File: src/rtl/alu_mc_pkg.sv
// Shared types and constants for the multi-cycle ALU execute unit.
package alu_mc_pkg;

  typedef enum logic [3:0] {
    ALU_AND     = 4'b0000,
    ALU_OR      = 4'b0001,
    ALU_ADD     = 4'b0010,
    ALU_XOR     = 4'b0011,
    ALU_SLL     = 4'b0100,
    ALU_SRL     = 4'b0101,
    ALU_SUB     = 4'b0110,
    ALU_SRA     = 4'b0111,
    ALU_SLT     = 4'b1000,
    ALU_SLTU    = 4'b1001,
    ALU_MUL     = 4'b1010,
    ALU_ILLEGAL = 4'b1111
  } alu_ctr_t;

  localparam logic [1:0] ALU_OP_LS = 2'b00;
  localparam logic [1:0] ALU_OP_BR = 2'b01;
  localparam logic [1:0] ALU_OP_R  = 2'b10;
  localparam logic [1:0] ALU_OP_I  = 2'b11;

  localparam logic [6:0] F7_BASE   = 7'b0000000;
  localparam logic [6:0] F7_ALT    = 7'b0100000;
  localparam logic [6:0] F7_MULDIV = 7'b0000001;

  typedef enum logic [1:0] {
    ST_IDLE,
    ST_EXEC,
    ST_MUL,
    ST_DONE
  } state_t;

endpackage

File: src/rtl/alu_mc_if.sv
// Request/response bundle between register-read and the ALU execute unit.
interface alu_mc_if #(
  parameter int XLEN = 64
);
  logic            in_valid;
  logic            in_ready;
  logic [1:0]      alu_operation;
  logic [6:0]      funct7;
  logic [2:0]      funct3;
  logic [XLEN-1:0] op_a;
  logic [XLEN-1:0] op_b;
  logic            out_valid;
  logic            out_ready;
  logic [XLEN-1:0] result;
  logic            zero;
  logic            illegal;
  logic [3:0]      alu_ctr;

  modport master (
    output in_valid, alu_operation, funct7, funct3, op_a, op_b, out_ready,
    input  in_ready, out_valid, result, zero, illegal, alu_ctr
  );

  modport slave (
    input  in_valid, alu_operation, funct7, funct3, op_a, op_b, out_ready,
    output in_ready, out_valid, result, zero, illegal, alu_ctr
  );
endinterface

File: src/rtl/alu_mc_decode.sv
// Combinational ALU control decoder: operation class + funct7/funct3 -> control code.
module alu_mc_decode
  import alu_mc_pkg::*;
#(
  parameter int XLEN = 64
) (
  input  logic [1:0] alu_operation,
  input  logic [6:0] funct7,
  input  logic [2:0] funct3,
  output alu_ctr_t   alu_ctr
);

  // On RV64 the I-type funct7 LSB carries shamt[5], so it takes no part in the check.
  localparam logic [6:0] F7_I_MASK = (XLEN == 64) ? 7'b1111110 : 7'b1111111;

  logic [6:0] f7_i;

  always_comb begin
    f7_i    = funct7 & F7_I_MASK;
    alu_ctr = ALU_ILLEGAL;
    case (alu_operation)
      ALU_OP_LS: alu_ctr = ALU_ADD;
      ALU_OP_BR: alu_ctr = ALU_SUB;
      ALU_OP_R: begin
        if (funct7 == F7_BASE) begin
          case (funct3)
            3'b000: alu_ctr = ALU_ADD;
            3'b111: alu_ctr = ALU_AND;
            3'b110: alu_ctr = ALU_OR;
            3'b100: alu_ctr = ALU_XOR;
            3'b001: alu_ctr = ALU_SLL;
            3'b101: alu_ctr = ALU_SRL;
            3'b010: alu_ctr = ALU_SLT;
            3'b011: alu_ctr = ALU_SLTU;
            default: alu_ctr = ALU_ILLEGAL;
          endcase
        end else if (funct7 == F7_ALT) begin
          if (funct3 == 3'b000)      alu_ctr = ALU_SUB;
          else if (funct3 == 3'b101) alu_ctr = ALU_SRA;
        end else if (funct7 == F7_MULDIV && funct3 == 3'b000) begin
          alu_ctr = ALU_MUL;
        end
      end
      default: begin
        case (funct3)
          3'b000: alu_ctr = ALU_ADD;
          3'b111: alu_ctr = ALU_AND;
          3'b110: alu_ctr = ALU_OR;
          3'b100: alu_ctr = ALU_XOR;
          3'b010: alu_ctr = ALU_SLT;
          3'b011: alu_ctr = ALU_SLTU;
          3'b001: if (f7_i == F7_BASE) alu_ctr = ALU_SLL;
          3'b101: begin
            if (f7_i == F7_BASE)     alu_ctr = ALU_SRL;
            else if (f7_i == F7_ALT) alu_ctr = ALU_SRA;
          end
          default: alu_ctr = ALU_ILLEGAL;
        endcase
      end
    endcase
  end

endmodule

File: src/rtl/alu_mc_unit.sv
// Handshaked ALU execute unit: registered single-cycle ops and an iterative shift-add MUL.
module alu_mc_unit
  import alu_mc_pkg::*;
#(
  parameter int XLEN    = 64,
  parameter int SHAMT_W = $clog2(XLEN)
) (
  input  logic   clk,
  input  logic   reset,
  alu_mc_if.slave bus
);

  state_t          state, state_nxt;
  alu_ctr_t        dec_ctr, ctr_p0;
  logic [XLEN-1:0] a_p0, b_p0;
  logic [XLEN-1:0] mcand, mplier, acc;
  logic [SHAMT_W:0] cnt;
  logic [XLEN-1:0] res_p1;
  logic            zero_p1, illegal_p1;
  alu_ctr_t        ctr_p1;
  logic            accept;

  function automatic logic [XLEN-1:0] alu_calc(input alu_ctr_t ctr,
                                               input logic [XLEN-1:0] a,
                                               input logic [XLEN-1:0] b);
    logic signed [XLEN-1:0] sa, sb;
    logic [SHAMT_W-1:0]     sh;
    sa = a;
    sb = b;
    sh = b[SHAMT_W-1:0];
    case (ctr)
      ALU_AND:  return a & b;
      ALU_OR:   return a | b;
      ALU_ADD:  return a + b;
      ALU_XOR:  return a ^ b;
      ALU_SLL:  return a << sh;
      ALU_SRL:  return a >> sh;
      ALU_SUB:  return a - b;
      ALU_SRA:  return sa >>> sh;
      ALU_SLT:  return {{(XLEN-1){1'b0}}, (sa < sb)};
      ALU_SLTU: return {{(XLEN-1){1'b0}}, (a < b)};
      default:  return '0;
    endcase
  endfunction

  alu_mc_decode #(.XLEN(XLEN)) u_decode (
    .alu_operation (bus.alu_operation),
    .funct7        (bus.funct7),
    .funct3        (bus.funct3),
    .alu_ctr       (dec_ctr)
  );

  assign accept        = bus.in_valid && bus.in_ready;
  assign bus.in_ready  = (state == ST_IDLE);
  assign bus.out_valid = (state == ST_DONE);
  assign bus.result    = res_p1;
  assign bus.zero      = zero_p1;
  assign bus.illegal   = illegal_p1;
  assign bus.alu_ctr   = ctr_p1;

  always_ff @(posedge clk or posedge reset) begin
    if (reset) state <= ST_IDLE;
    else       state <= state_nxt;
  end

  always_comb begin
    state_nxt = state;
    case (state)
      ST_IDLE: if (accept) state_nxt = (dec_ctr == ALU_MUL) ? ST_MUL : ST_EXEC;
      ST_EXEC: state_nxt = ST_DONE;
      ST_MUL:  if (cnt == '0) state_nxt = ST_DONE;
      ST_DONE: if (bus.out_ready) state_nxt = ST_IDLE;
      default: state_nxt = ST_IDLE;
    endcase
  end

  // Stage p0: operands and decoded control captured on accept
  always_ff @(posedge clk) begin
    if (accept) begin
      a_p0   <= bus.op_a;
      b_p0   <= bus.op_b;
      ctr_p0 <= dec_ctr;
    end
  end

  // Stage p1: multiplier iterations and the held result registers
  always_ff @(posedge clk or posedge reset) begin
    if (reset) begin
      mcand      <= '0;
      mplier     <= '0;
      acc        <= '0;
      cnt        <= '0;
      res_p1     <= '0;
      zero_p1    <= 1'b0;
      illegal_p1 <= 1'b0;
      ctr_p1     <= ALU_AND;
    end else begin
      if (accept) begin
        mcand  <= bus.op_a;
        mplier <= bus.op_b;
        acc    <= '0;
        cnt    <= (SHAMT_W+1)'(XLEN);
      end else if (state == ST_MUL && cnt != '0) begin
        if (mplier[0]) acc <= acc + mcand;
        mcand  <= mcand << 1;
        mplier <= mplier >> 1;
        cnt    <= cnt - 1'b1;
      end

      if (state == ST_EXEC) begin
        res_p1     <= alu_calc(ctr_p0, a_p0, b_p0);
        zero_p1    <= (alu_calc(ctr_p0, a_p0, b_p0) == '0);
        illegal_p1 <= (ctr_p0 == ALU_ILLEGAL);
        ctr_p1     <= ctr_p0;
      end else if (state == ST_MUL && cnt == '0) begin
        res_p1     <= acc;
        zero_p1    <= (acc == '0);
        illegal_p1 <= 1'b0;
        ctr_p1     <= ALU_MUL;
      end
    end
  end

endmodule

File: src/flat_wrapper.sv
// flat-port wrapper written by rule: the top's interface ports become plain ports
module alu_mc_unit_flat import alu_mc_pkg::*;
#(
  parameter int XLEN    = 64,
  parameter int SHAMT_W = $clog2(XLEN)
)
  (clk, reset, bus_in_valid, bus_alu_operation, bus_funct7, bus_funct3, bus_op_a, bus_op_b, bus_out_ready, bus_in_ready, bus_out_valid, bus_result, bus_zero, bus_illegal, bus_alu_ctr);
  alu_mc_if #(.XLEN(XLEN)) bus_i ();
  input  logic clk;
  input  logic reset;
  input wire logic [$bits(bus_i.in_valid)-1:0] bus_in_valid;
  input wire logic [$bits(bus_i.alu_operation)-1:0] bus_alu_operation;
  input wire logic [$bits(bus_i.funct7)-1:0] bus_funct7;
  input wire logic [$bits(bus_i.funct3)-1:0] bus_funct3;
  input wire logic [$bits(bus_i.op_a)-1:0] bus_op_a;
  input wire logic [$bits(bus_i.op_b)-1:0] bus_op_b;
  input wire logic [$bits(bus_i.out_ready)-1:0] bus_out_ready;
  output wire logic [$bits(bus_i.in_ready)-1:0] bus_in_ready;
  output wire logic [$bits(bus_i.out_valid)-1:0] bus_out_valid;
  output wire logic [$bits(bus_i.result)-1:0] bus_result;
  output wire logic [$bits(bus_i.zero)-1:0] bus_zero;
  output wire logic [$bits(bus_i.illegal)-1:0] bus_illegal;
  output wire logic [$bits(bus_i.alu_ctr)-1:0] bus_alu_ctr;
  assign bus_i.in_valid = bus_in_valid;
  assign bus_i.alu_operation = bus_alu_operation;
  assign bus_i.funct7 = bus_funct7;
  assign bus_i.funct3 = bus_funct3;
  assign bus_i.op_a = bus_op_a;
  assign bus_i.op_b = bus_op_b;
  assign bus_i.out_ready = bus_out_ready;
  assign bus_in_ready = bus_i.in_ready;
  assign bus_out_valid = bus_i.out_valid;
  assign bus_result = bus_i.result;
  assign bus_zero = bus_i.zero;
  assign bus_illegal = bus_i.illegal;
  assign bus_alu_ctr = bus_i.alu_ctr;
  alu_mc_unit #(.XLEN(XLEN), .SHAMT_W(SHAMT_W)) u_core (.clk(clk), .reset(reset), .bus(bus_i));
endmodule
File: config.mk
export PLATFORM = sky130hd
export DESIGN_NAME = alu_mc_unit_flat
export DESIGN_NICKNAME = d
export VERILOG_FILES = /design/src/rtl/alu_mc_pkg.sv /design/src/rtl/alu_mc_if.sv /design/src/rtl/alu_mc_decode.sv /design/src/rtl/alu_mc_unit.sv /design/src/flat_wrapper.sv
export SDC_FILE = /design/constraint.sdc
export NUM_CORES = 2
export LEC_CHECK = 0
export ABC_AREA = 1
export BUFFER_PORTS_ARGS = -buffer_cell sky130_fd_sc_hd__buf_4
export CORE_ASPECT_RATIO = 1.2
export CORE_MARGIN = 1
export CORE_UTILIZATION = 50
export DETAILED_ROUTE_END_ITERATION = 6
export HOLD_SLACK_MARGIN = 0.05
export PLACE_DENSITY = 0.71
export SYNTH_ARGS = -nofsm -noshare
export SYNTH_HDL_FRONTEND = slang
export SYNTH_SLANG_ARGS = --single-unit
File: constraint.sdc
create_clock -name clk -period 13 [get_ports clk]
set_input_delay 3.25 -clock clk [delete_from_list [all_inputs] [get_ports clk]]
set_output_delay 3.25 -clock clk [all_outputs]
set_load 0.01 [all_outputs]
==> flow_summary.yaml <==
power_and_ir_drop:
  p_leak_nw: 24.3
  p_comb_share_pct: 63.3
  p_seq_share_pct: 23.9
  ir_drop_mv: 0.170
  p_int_mw: 4.08
  p_clk_share_pct: 12.9
  p_per_area_nw_per_um2: 200
  netSwitchingFraction_pct: 56.4
  p_sw_mw: 5.28
  power_mw: 9.36
cells_and_area:
  layout.cells.non_filler: 8436
  multi_input_area_um2: 27200
  drive_above_1_share_pct: 5.98
  fin_nets: 7671
  fillers: 8977
  utilization_pct: 54.3
  syn_to_final_growth_pct: 7.81
  regArea_um2: 10700
  layout_commonest_cell: "nand2_1"
  layout_common_cells: "nand2_1, nand3_1, inv_1, nor2_1, a21oi_1"
  final_cell_area_um2: 46900
hold_path:
  worstHoldPathType: "register to register"
clock_tree:
  cts_buffer_depth: 3
  clk_pin_slew_worst_paths_ps: 60
  root_buffer: "clkbuf_16"
  htreeDepth: 2
  cts_resized: 0
  cts-buffers-inserted: 41
  cts.sinks: 403
  cts_hold_buf: 0
  postCtsSetupRepairBufs: 0
  cts_tree: "yes"
  clock_latency_ps: 600
sta:
  setup_total_negative_slack_ps: 0
  setup_viol: 0
  relSlewSlack_pct: 17.1
  drv_slew: 0
  final_hold_viol_count: 0
  finalCritPeriodShare_pct: 44.0
  rsz0062_at_grt: "false"
  fin_ws_ps: 7290
  min_period_ps: 5710
  max_freq_ghz: 0.175
  worstMarginPinSlew_ps: 1240
  hold_slack_ps: 507
  finClkSkew_ps: 26.4
run:
  drv_cap: 0
outcome:
  violations: "DRC"
  status: "finished, violations left"
routing:
  drc: 3
  dr_total_vias: 52826
  ant_nets: 0
  drt_iter0_markers: 7587
  routed_via_density: 6.26
  dr.pass1.iters: 7
  routed_wl_um: 227000
  post_drt_wl_per_cell_um: 26.9
placement:
  io_buffers: 215
  dp_slack_ps: 6670
  placement.cell_area_um2: 45500
  gp_congestion: 1.18
  dpl.cell_count: 8357
  hpwlAfterDp_um: 182000
floorplanning:
  die_w_um: 271
  rows: 118
  die_h_um: 325
  core_area_um2: 86200
  io_pins: 216
  die_area_um2: 88100
  start_util_pct: 50.4
grt:
  antenna_found_initial: 13
  grt_use_met1_pct: 57.5
  overflow: 0
  grt_pass1_vias: 49056
  gr-usage-met3_pct: 13.5
  grt_first_pass_wirelength_um: 323000
  top_usage_layer: "met2"
  gr-usage-met2_pct: 77.4
  track_usage_pct: 50.0
  grt_max_degree: 155
synthesis:
  synth_cell_type_count: 60
  ys_ff_latch: 403
  syn_avg_cell_area_um2: 5.99
  seq_area_frac_synth_pct: 24.7
  synth-edff-count: 132
  synth_area_leaders: "nand2_1, dfrtp_1, nand3_1"
  netlist_area_um2: 43500
  synth_fp_nets: 7665
  syn_inst: 7254
  synth_ff_type: "dfrtp_1"
  ys_warn_count: 0
  synthArstFlopShare_pct: 67.2
  synth_top_area_cell: "nand2_1"
  synth_top_cell_area_share_pct: 19.5
setup_path:
  cp-end-kind: "register"
  required_ps: 13410
  cp.arrival_ps: 6130
  timing.critical_path.buf_inv: 4
  cpMostUsedCell: "buf_4"
  rrSetupSlack_ps: 7620
  critPathMaxFanout: 126
  critPathLaunchType: "input port"
  crit_chain: "buf_4, nand2_1, inv_8, nor2_1, inv_4, buf_4, o221ai_1"
  crit_path_max_incr_delay_ps: 750
  crit_slowest_cell: "buf_4"
  cp_top_family: "buffers and inverters"
  critical_path_class: "input port to register"
final timing paths:
path / cells past startpoint / startpoint / end
min in group asynchronous: 2 / reset / u_core.mcand[10]
max in group asynchronous: 3 / reset / u_core.acc[43]
hold reg to reg: 2 / u_core.bus.result[38] / u_core.bus.result[38]
setup / recovery: 7 / bus_in_valid / u_core.mcand[7]
hold / removal: 2 / u_core.bus.result[38] / u_core.bus.result[38]
setup reg to reg: 19 / u_core.a_p0[36] / u_core.bus.zero
registers in the layout (all words and copies together) (netlist names):
signal,count
u_core.a_p0,64
u_core.acc,64
u_core.b_p0,64
u_core.bus.alu_ctr,4
u_core.bus.illegal,1
u_core.bus.result,64
u_core.bus.zero,1
u_core.cnt,7
u_core.ctr_p0,4
u_core.mcand,64
u_core.mplier,64
u_core.state,2
synthesized netlist by cell type (11+ instances only):
cell type / number
nand2_1: 2263
nand3_1: 1151
inv_1: 1082
nor2_1: 561
a21oi_1: 320
dfrtp_1: 271
ha_1: 264
o21ai_0: 242
o221ai_1: 137
edfxtp_1: 132
clkbuf_1: 123
buf_2: 106
nand4_1: 77
o22ai_1: 77
o211ai_1: 59
buf_1: 46
nor3_1: 41
nand2_2: 38
a31oi_1: 21
nor4_1: 19
o21bai_1: 19
o21ai_1: 18
buf_6: 16
inv_2: 16
a211oi_1: 15
buf_4: 15
nor2_2: 14
and2_1: 13
a21o_1: 11
worst reg2reg max path: stages (launching register included):
cell      delay (ps)
edfxtp_1         630
inv_1            110
ha_1             460
nor2_1           310
inv_1             70
nor2_1           290
nand2_1          150
nor3_2           810
nand3_1          490
nand3_1          210
nand2_1           60
nand3_1          140
nand2_1          140
nor2_1           640
nand2_1          150
nor3_2           140
nand2_1          150
nor2_1           130
nand2_1          120
a21oi_2          130
layout make-up:
type	instances	share of cell area [%]
clock inverter	26	0.534
sequential	403	22.9
timing repair buffer	270	4.38
antenna	5	0.0267
multi-input combinational	5443	58.0
inverter	1101	8.88
clock buffer	48	2.25
tap	1140	3.04
per-layer routing:
metal,wire length (um),up-vias
li1,-,23709
met1,77700,24554
met2,98800,3604
met3,27200,941
met4,23000,18
met5,115,-
cell families after synthesis:
kind of cell             count (synthesis)  synth area share, %
AO/OA/AOI/OAI                          952                 13.3
XOR/XNOR                                12                0.242
AND/OR/NAND/NOR                       4212                 41.1
flip-flops                             403                 24.7
buffers and inverters                 1408                 12.9
adder cells (fa/ha/maj)                267                 7.74
power groups by stage:
stage / clock network (mW) / logic [mW] / registers, mW
after detailed placement: 0 / 5.61 / 2.22
final: 1.20 / 5.92 / 2.23
after global routing: 1.25 / 6.31 / 2.24
after floorplan: 0 / 3.66 / 2.06
after CTS: 1.20 / 5.63 / 2.20
after global placement: 0 / 5.53 / 2.21
Note: power is estimated with default switching activity, not from simulation.
